File: src/rtl/multicycle_control_unit_pkg.sv
// Shared types for the multi-cycle control unit: FSM states, opcodes, ALU ops,
// immediate formats and result-mux selects.
package multicycle_control_unit_pkg;

   typedef enum logic [2:0] {
      FETCH     = 3'd0,
      DECODE    = 3'd1,
      EXECUTE   = 3'd2,
      MEMORY    = 3'd3,
      WRITEBACK = 3'd4,
      TRAP      = 3'd5
   } cu_state;

   typedef enum logic [6:0] {
      r_type = 7'b0110011,
      i_alu  = 7'b0010011,
      load   = 7'b0000011,
      store  = 7'b0100011,
      branch = 7'b1100011,
      jal    = 7'b1101111,
      lui    = 7'b0110111
   } opcode;

   typedef enum logic [2:0] {
      Sum = 3'd0,
      Sub = 3'd1,
      And = 3'd2,
      Or  = 3'd3,
      Xor = 3'd4,
      Slt = 3'd5,
      Sll = 3'd6,
      Srl = 3'd7
   } alu_ctrl;

   typedef enum logic [2:0] {
      Imm    = 3'd0,
      Store  = 3'd1,
      Branch = 3'd2,
      Jump   = 3'd3,
      Upper  = 3'd4
   } instr_format;

   typedef enum logic [1:0] {
      Alu     = 2'd0,
      MemData = 2'd1,
      PcPlus4 = 2'd2
   } result_src;

endpackage

File: src/rtl/multicycle_control_unit_alu_decoder.sv
// Combinational funct3/funct7[5] -> ALU operation map. Subtract is only
// honoured for R-type; I-ALU with imm[10] set still adds.
module multicycle_control_unit_alu_decoder
   import multicycle_control_unit_pkg::*;
(
   input  logic [2:0] funct3,
   input  logic       funct7b5,
   input  logic       allow_sub,
   output alu_ctrl    alu_op
);

   always_comb begin
      alu_op = Sum;
      case (funct3)
         3'b000:  alu_op = (allow_sub && funct7b5) ? Sub : Sum;
         3'b001:  alu_op = Sll;
         3'b010:  alu_op = Slt;
         3'b011:  alu_op = Slt;
         3'b100:  alu_op = Xor;
         3'b101:  alu_op = Srl;
         3'b110:  alu_op = Or;
         3'b111:  alu_op = And;
         default: alu_op = Sum;
      endcase
   end

endmodule

File: src/rtl/multicycle_control_unit.sv
// Multi-cycle RISC-V control FSM (FETCH/DECODE/EXECUTE/MEMORY/WRITEBACK).
// Define CU_TRAP_EN to add the TRAP state for illegal opcodes and memory timeouts.
module multicycle_control_unit
   import multicycle_control_unit_pkg::*;
#(
   parameter int DATA_WIDTH = 32,
   parameter int ALU_WIDTH  = 3,
   parameter int MAX_WAIT   = 15
) (
   input  logic                  clk,
   input  logic                  rst,
   input  logic [DATA_WIDTH-1:0] instr,
   input  logic                  EQ,
   input  logic                  mem_ready,
   output logic                  mem_req,
   output logic                  MemWrite,
   output logic                  IRWrite,
   output logic                  PCWrite,
   output logic                  PCsrc,
   output logic                  RegWrite,
   output logic                  ALUsrc,
   output logic [ALU_WIDTH-1:0]  ALUctrl,
   output instr_format           ImmSrc,
   output result_src             ResultSrc,
   output logic                  trap
);

   cu_state state, state_nxt;
   opcode   op;
   logic    op_legal;
   logic    br_taken;
   logic    wait_expired;
   alu_ctrl alu_dec;
   alu_ctrl alu_op;

   assign op = opcode'(instr[6:0]);

   wire unused_instr = ^{instr[DATA_WIDTH-1:31], instr[29:15], instr[11:7]};

   always_comb begin
      op_legal = 1'b0;
      case (op)
         r_type, i_alu, load, store, branch, jal, lui: op_legal = 1'b1;
         default: op_legal = 1'b0;
      endcase
   end

   // beq / bne only; other funct3 values fall through as not-taken
   assign br_taken = ((instr[14:12] == 3'b000) &&  EQ) ||
                     ((instr[14:12] == 3'b001) && !EQ);

   multicycle_control_unit_alu_decoder u_alu_dec (
      .funct3    (instr[14:12]),
      .funct7b5  (instr[30]),
      .allow_sub (op == r_type),
      .alu_op    (alu_dec)
   );

`ifdef CU_TRAP_EN
   localparam int      WAIT_W      = $clog2(MAX_WAIT + 2);
   localparam cu_state ILLEGAL_NXT = TRAP;

   logic [WAIT_W-1:0] wait_cnt;

   // counts consecutive stalled cycles of the current memory request
   always_ff @(posedge clk or posedge rst) begin
      if (rst)
         wait_cnt <= '0;
      else if ((state == FETCH || state == MEMORY) && !mem_ready)
         wait_cnt <= wait_cnt + 1'b1;
      else
         wait_cnt <= '0;
   end

   assign wait_expired = (wait_cnt >= WAIT_W'(MAX_WAIT)) && !mem_ready;
   assign trap         = (state == TRAP) && !rst;
`else
   localparam cu_state ILLEGAL_NXT     = FETCH;
   localparam int      unused_max_wait = MAX_WAIT;

   assign wait_expired = 1'b0;
   assign trap         = 1'b0;
`endif

   always_ff @(posedge clk or posedge rst) begin
      if (rst)
         state <= FETCH;
      else
         state <= state_nxt;
   end

   // Outputs are forced to their idle values while rst is high, even mid-request.
   always_comb begin
      state_nxt = state;
      mem_req   = 1'b0;
      MemWrite  = 1'b0;
      IRWrite   = 1'b0;
      PCWrite   = 1'b0;
      PCsrc     = 1'b0;
      RegWrite  = 1'b0;
      ALUsrc    = 1'b0;
      alu_op    = Sum;
      ImmSrc    = Imm;
      ResultSrc = Alu;
      if (!rst) begin
         case (state)
            FETCH: begin
               mem_req = 1'b1;
               if (wait_expired)
                  state_nxt = TRAP;
               else if (mem_ready) begin
                  IRWrite   = 1'b1;
                  PCWrite   = 1'b1;
                  state_nxt = DECODE;
               end
            end
            DECODE:
               state_nxt = op_legal ? EXECUTE : ILLEGAL_NXT;
            EXECUTE: begin
               state_nxt = FETCH;
               case (op)
                  r_type: begin
                     alu_op    = alu_dec;
                     state_nxt = WRITEBACK;
                  end
                  i_alu: begin
                     ALUsrc    = 1'b1;
                     alu_op    = alu_dec;
                     state_nxt = WRITEBACK;
                  end
                  load: begin
                     ALUsrc    = 1'b1;
                     state_nxt = MEMORY;
                  end
                  store: begin
                     ALUsrc    = 1'b1;
                     ImmSrc    = Store;
                     state_nxt = MEMORY;
                  end
                  branch: begin
                     alu_op  = Sub;
                     ImmSrc  = Branch;
                     PCWrite = br_taken;
                     PCsrc   = br_taken;
                  end
                  jal: begin
                     ImmSrc    = Jump;
                     PCWrite   = 1'b1;
                     PCsrc     = 1'b1;
                     state_nxt = WRITEBACK;
                  end
                  lui: begin
                     ImmSrc    = Upper;
                     state_nxt = WRITEBACK;
                  end
                  default: state_nxt = FETCH;
               endcase
            end
            MEMORY: begin
               mem_req  = 1'b1;
               MemWrite = (op == store);
               if (wait_expired)
                  state_nxt = TRAP;
               else if (mem_ready)
                  state_nxt = (op == store) ? FETCH : WRITEBACK;
            end
            WRITEBACK: begin
               RegWrite  = 1'b1;
               ResultSrc = (op == load) ? MemData : (op == jal) ? PcPlus4 : Alu;
               state_nxt = FETCH;
            end
            TRAP:
               state_nxt = TRAP;
            default:
               state_nxt = FETCH;
         endcase
      end
   end

   assign ALUctrl = alu_op;

endmodule

File: config.mk
export PLATFORM = sky130hd
export DESIGN_NAME = multicycle_control_unit
export DESIGN_NICKNAME = d
export VERILOG_FILES = /design/src/rtl/multicycle_control_unit_pkg.sv /design/src/rtl/multicycle_control_unit_alu_decoder.sv /design/src/rtl/multicycle_control_unit.sv
export SDC_FILE = /design/constraint.sdc
export NUM_CORES = 1
export LEC_CHECK = 0
export ABC_CLOCK_PERIOD_IN_PS = 4200
export CORE_AREA = 2 2 46 48
export DETAILED_ROUTE_END_ITERATION = 8
export DIE_AREA = 0 0 48 50
export GPL_ROUTABILITY_DRIVEN = 0
export HOLD_SLACK_MARGIN = 0.12
export PLACE_DENSITY = 0.76
export SLEW_MARGIN = 40
export SYNTH_ARGS = -nofsm -noshare
export SYNTH_HDL_FRONTEND = slang
export SYNTH_SLANG_ARGS = --single-unit
File: constraint.sdc
create_clock -name clk -period 4.2 [get_ports clk]
set_clock_uncertainty 0.05 [all_clocks]
set_input_delay 1.26 -clock clk [delete_from_list [all_inputs] [get_ports clk]]
set_output_delay 1.26 -clock clk [all_outputs]
set_load 0.02 [all_outputs]
Word-level counts from Yosys, hierarchy flattened
Cells that the tools add are included.
- register bits after elaboration: 3
- bits of input ports: 36
- output and inout bits: 16
- eq/ne operators: 21
- multiplexer cells: 36
- bitwise operators: 1
- reduce and logical (&&, ||, !) cells: 15
- operators with widths (kind ; count):
    7-bit by 6-bit == test with 1-bit output (second input constant) ; 3
    3-bit two-way mux ; 7
    3-bit one-hot mux with 7 select lines ; 1
    3-bit == test (second input constant) ; 6
    1-bit two-way mux ; 17
    3-bit one-hot mux with 5 select lines ; 1
    7-bit == test (second input constant) ; 2
    3-bit by 2-bit == test with 1-bit output (second input constant) ; 4
    3-bit one-hot mux with 2 select lines ; 2
    3-bit one-hot mux with 4 select lines ; 1
    2-bit two-way mux ; 5
    2-bit OR reduction ; 4
    7-bit by 2-bit == test with 1-bit output (second input constant) ; 1
    7-bit by 5-bit == test with 1-bit output (second input constant) ; 1
    7-bit OR reduction ; 1
    3-bit by 1-bit == test with 1-bit output (second input constant) ; 2
    3-bit logical NOT ; 2
    2-bit != test (second input constant) ; 2
    1-bit one-hot mux with 2 select lines ; 2
    4-bit OR reduction ; 1
    1-bit logical AND ; 3
    3-bit AND reduction ; 1
    3-bit OR reduction ; 1
    1-bit logical NOT ; 1
    2 further kinds ; 2

Depth between registers and ports, before layout
- depth in word-level cells: 7
- mapped depth: 5
- gate-level depth less buffers: 4

By module
From an unflattened synthesis, not the netlist that was laid out.
- cell total of the unflattened synthesis: 87
- area, all modules: 600.6 sq um
- modules (own cells, without submodules) (module ; instances ; cells an instance ; area each (sq um)):
    multicycle_control_unit ; 1 ; 80 ; 546.8
    multicycle_control_unit_alu_decoder ; 1 ; 7 ; 53.8

Worst setup path before layout
No wires, ideal clock.
- path kind: input to output
- start point: input port instr[5]
- end point: output port ImmSrc[0]
- data arrival time: 3036 ps
- data required time: 2890 ps
- path slack: -146 ps
- stages on the path: 5
- buffers on the path: 1
- cells stage by stage: clkbuf_1 nand3b_1 nor2_1 nand2_1 a2111oi_0
- word-level cells in the longest chain between the ends: 4
- elaborated cells between the ends (all ways): 7
- RTL lines (item ; RTL line ; source):
    from (decl) ; multicycle_control_unit.sv:12 ; input logic [DATA_WIDTH-1:0] instr,
    7-bit by 6-bit == test with 1-bit output / 7-bit == test (equally long branches) ; multicycle_control_unit.sv:121 ; case (op)
    3-bit one-hot mux with 4 select lines (*) ; multicycle_control_unit.sv:121 ;
    3-bit two-way mux (*) ; multicycle_control_unit.sv:106 ; case (state)
    3-bit two-way mux (*) ; multicycle_control_unit.sv:105 ; if (!rst) begin
    to (decl) ; multicycle_control_unit.sv:23 ; output instr_format ImmSrc,
Mark *: on every way between the ends. The rest lies on a longest branch, timed or not.

Worst setup path after layout
- start point: input port instr[13]
- end point: output port ALUctrl[0]
- word-level cells in the longest chain between the ends: 6
- elaborated cells between the ends (all ways): 13
- RTL lines (item ; RTL line ; source):
    3-bit by 2-bit == test with 1-bit output ; multicycle_control_unit_alu_decoder.sv:14 ; case (funct3)
    2-bit OR reduction (no line) ; - ;
    3-bit one-hot mux with 7 select lines (*) ; multicycle_control_unit_alu_decoder.sv:14 ;
    3-bit one-hot mux with 2 select lines (*) ; multicycle_control_unit.sv:121 ;
    3-bit two-way mux (*) ; multicycle_control_unit.sv:106 ;
    3-bit two-way mux (*) ; multicycle_control_unit.sv:105 ;
    to (decl) ; multicycle_control_unit.sv:22 ; output logic [ALU_WIDTH-1:0] ALUctrl,
Marked as above.

==> metrics.md <==
| Metric | Value |
|---|---|
| Placed wire-length estimate | `1530 um` |
| # rows | `16` |
| Crit path largest cell delay | `0.48 ns` |
| CP Launch Point | `instr[13]` |
| Adder-Cell Fraction of Synth Area | `0%` |
| Sequential element share of the synthesized area | `13.6%` |
| Largest net degree at the start of global routing | `12` |
| Total power | `0.159 mW` |
| Post-Route WL | `1920 um` |
| Flop-to-flop setup slack | `2.27 ns` |
| Sw Share | `32.5%` |
| EDFF count, synth | `0` |
| Worst path arrival time | `2.84 ns` |
| Reg with most FFs | `state` |
| Critical-path cell list | `clkdlybuf4s50_1 -> buf_4 -> and3b_1 -> o31ai_2 -> o21ai_0 -> and3_1 -> clkdlybuf4s15_2` |
| XOR/XNOR Fraction of Synth Area | `1.58%` |
| Fmax | `241 MHz` |
| Hold endpoint | `state[2]` |
| RSZ-0062 raised after global routing | `yes` |
| Logic pwr share | `45.3%` |
| Top Ports | `52` |
| Fillcell total | `180` |
| Status | `complete, no violations` |
| Synth Instances | `78` |
| Net count after synthesis | `114` |
| Post-Synth Simple-Gate Area | `50.0%` |
| Root Buffer | `clkbuf_4` |
| Min Tclk post-route | `4.15 ns` |
| Starting Density | `29.1%` |
| Hold path start | `state[2]` |
| Clk buf depth | `2` |
| R2R Path End | `state[0]` |
| First-pass GRT wire length | `2900 um` |
| Final setup margin | `0.0493 ns` |
| Largest family of logic cells by synthesized area | `simple AND/OR/NAND/NOR gates` |
| Tcrit/Tclk final | `98.8%` |
| Max-slew violation count | `0` |
| # H-tree levels | `1` |
| Clock sink total | `3` |
| Clock share of power | `32.6%` |
| Bufs and invs on worst path | `3` |
| Pwr dens | `142 mW/mm^2` |
| Final hold violation count | `0` |
| Crit path required time | `2.89 ns` |
| Reg-to-Reg Start | `state[2]` |
| Post-synth design cell area | `553 sq um` |
| Largest regs | `state x3` |
| Antenna-violating nets left | `0` |
| Psw | `0.0517 mW` |
| Fraction of layout cells with a size suffix above 1 | `40.0%` |
| Final setup viols | `0` |
| Layout area overhead | `103%` |
| Post-placement cell area | `0.00103 sq mm` |
| Post-synthesis mux area share | `1.81%` |
| Antenna cells | `0` |
| CP Launch Type | `input pin` |
| Dpl ws | `-0.719 ns` |
| Synth warnings | `0` |
| Reg2Reg Depth | `4` |
| Final net count | `172` |
| Critical-path maximum fanout | `5` |
| Die ar. | `0.00240 sq mm` |
| Wire per inst | `11.8 um` |
| GRT Residual Overflow | `0` |
| Crit path capture type | `output port` |
| Drt initial violations | `22` |
| Slowest CP cell | `clkdlybuf4s50_1` |
| Core box area | `0.00190 sq mm` |
| Hold WS | `0.642 ns` |
| Hold Path Cell Cnt | `2` |
| Ys async rst share | `100%` |
| Finished Cell Area | `0.00112 sq mm` |
| Initial antenna violation count | `0` |
| Vias in the first global route | `729` |
| Max FFs per register | `3` |
| Skew-Pair Late Insertion Delay | `0.23 ns` |
| Worst-path clk slew | `0.04 ns` |
| Critical path class | `input pin to output port` |
| Height of the chip | `50 um` |
| Synthesized flop and latch total | `3` |
| Max-cap violations | `0` |
| TritonCTS Buffers | `3` |
| Critical path depth | `7` |
| Area of the multi-input gates | `480 sq um` |
| Worst vdd ir | `0.000124 V` |
| Area fraction in compound gates after synthesis | `23.5%` |
| Storage element area | `75.1 sq um` |
| Yosys cell types | `39` |
| Port-buffer cells | `29` |
| DRC | `0` |
| Die W | `48 um` |
| Vias/cell | `4.96` |
| Synth Flop Type | `dfrtp_1` |
| Via count | `804` |
| Hold WC Path Type | `register to register` |
| Worst path top cell family by delay | `buffers and inverters` |
| Int Power | `0.108 mW` |
| Pre-Repair DR Iteration Count | `4` |
| Syn avg cell area | `7.09 sq um` |
| Flop pwr share | `22.1%` |
| Layout Utilization | `58.9%` |
| Leakage power | `0.504 nW` |
| CTS tree | `built` |
| GR Util All Layers | `16.5%` |
[worst register-to-register path: cells and delay by family, from the launching register on]
family          cells  cell delay [ns]
flops               1             0.45
compound gates      1             0.18
simple gates        3             1.15
[worst max-delay path by stage]
stage	to	slack, ns
2_1_floorplan	ImmSrc[0]	0.08
3_3_place_gp	ALUctrl[2]	-0.70
3_5_place_dp	ALUctrl[2]	-0.72
4_1_cts	ALUctrl[2]	0.02
5_1_grt	ImmSrc[0]	-0.01
6_report	ALUctrl[0]	0.05
[power by group through the flow]
stage | registers (mW) | clock network, mW | logic (mW)
after floorplan | 0.0320 | 0 | 0.0306
after global placement | 0.0351 | 0 | 0.0652
after detailed placement | 0.0352 | 0 | 0.0668
after CTS | 0.0350 | 0.0542 | 0.0702
after global routing | 0.0358 | 0.0597 | 0.0778
final | 0.0352 | 0.0519 | 0.0721
[cells in the mapped netlist (all sizes together) (2+ instances only)]
cell type | number | area, sq um
or4 | 3 | 30.0
nor3 | 5 | 25.0
nor4 | 4 | 25.0
buf | 3 | 30.0
nor2 | 6 | 22.5
and3b | 2 | 18.8
clkbuf | 2 | 7.51
nand2 | 6 | 22.5
a21oi | 2 | 10.0
o21ai | 7 | 35.0
nand2b | 3 | 26.3
inv | 3 | 11.3
a211oi | 4 | 35.0
dfrtp | 3 | 75.1
nand3 | 3 | 15.0
or2 | 2 | 12.5
nor2b | 3 | 18.8
[placed cells by master (no fill, tap or decap), types with 2 or more instances in the layout]
master	instances
clkbuf_4	3
dfrtp_1	3
nor2b_1	3
buf_6	2
clkdlybuf4s15_2	2
or4_4	3
buf_4	32
or2_4	2
nor4_1	4
clkdlybuf4s50_1	12
nand3_1	3
nor2_1	5
nand2_1	6
a211oi_2	2
nand2b_1	2
a211oi_1	2
inv_1	3
dlygate4sd2_1	8
o21ai_0	7
nor3_1	5
[per-stage QoR]
stage	cells	TNS [ns]
global route	162	-0.0197
global placement	154	-4.88
floorplan	78	0
CTS	161	0
detailed placement	154	-5.12
finish	162	0
[timing repair]
action / 4_1_cts / 5_1_grt
hold buffers: 0 / 0
pin swaps: 9 / 2
resized for setup: 51 / 6
setup endpoints to repair: 13 / 3
buffers inserted: 3 / 1
gates cloned: 0 / 0
[cells by family after synthesis]
kind of cell           after synthesis
other                                1
AND/OR/NAND/NOR                     45
flip-flops                           3
XOR/XNOR                             1
multiplexers                         1
buffers and inverters                8
AO/OA/AOI/OAI                       19
[final cells by class]
class                           instances  area share [%]
Multi-Input combinational cell         67            42.9
Clock buffer                            4            2.34
Timing Repair Buffer                   58            44.1
Inverter                                3            1.00
Tap cell                               27            3.01
Sequential cell                         3            6.70
[per-layer routing]
layer	wire, um	global-route usage, %	vias up
li1	-	-	409
met1	787	20.0	372
met2	1040	28.2	21
met3	80	4.76	2
met4	10	2.70	0
met5	0	0	-
No activity file was read; power rests on OpenSTA's default activity.
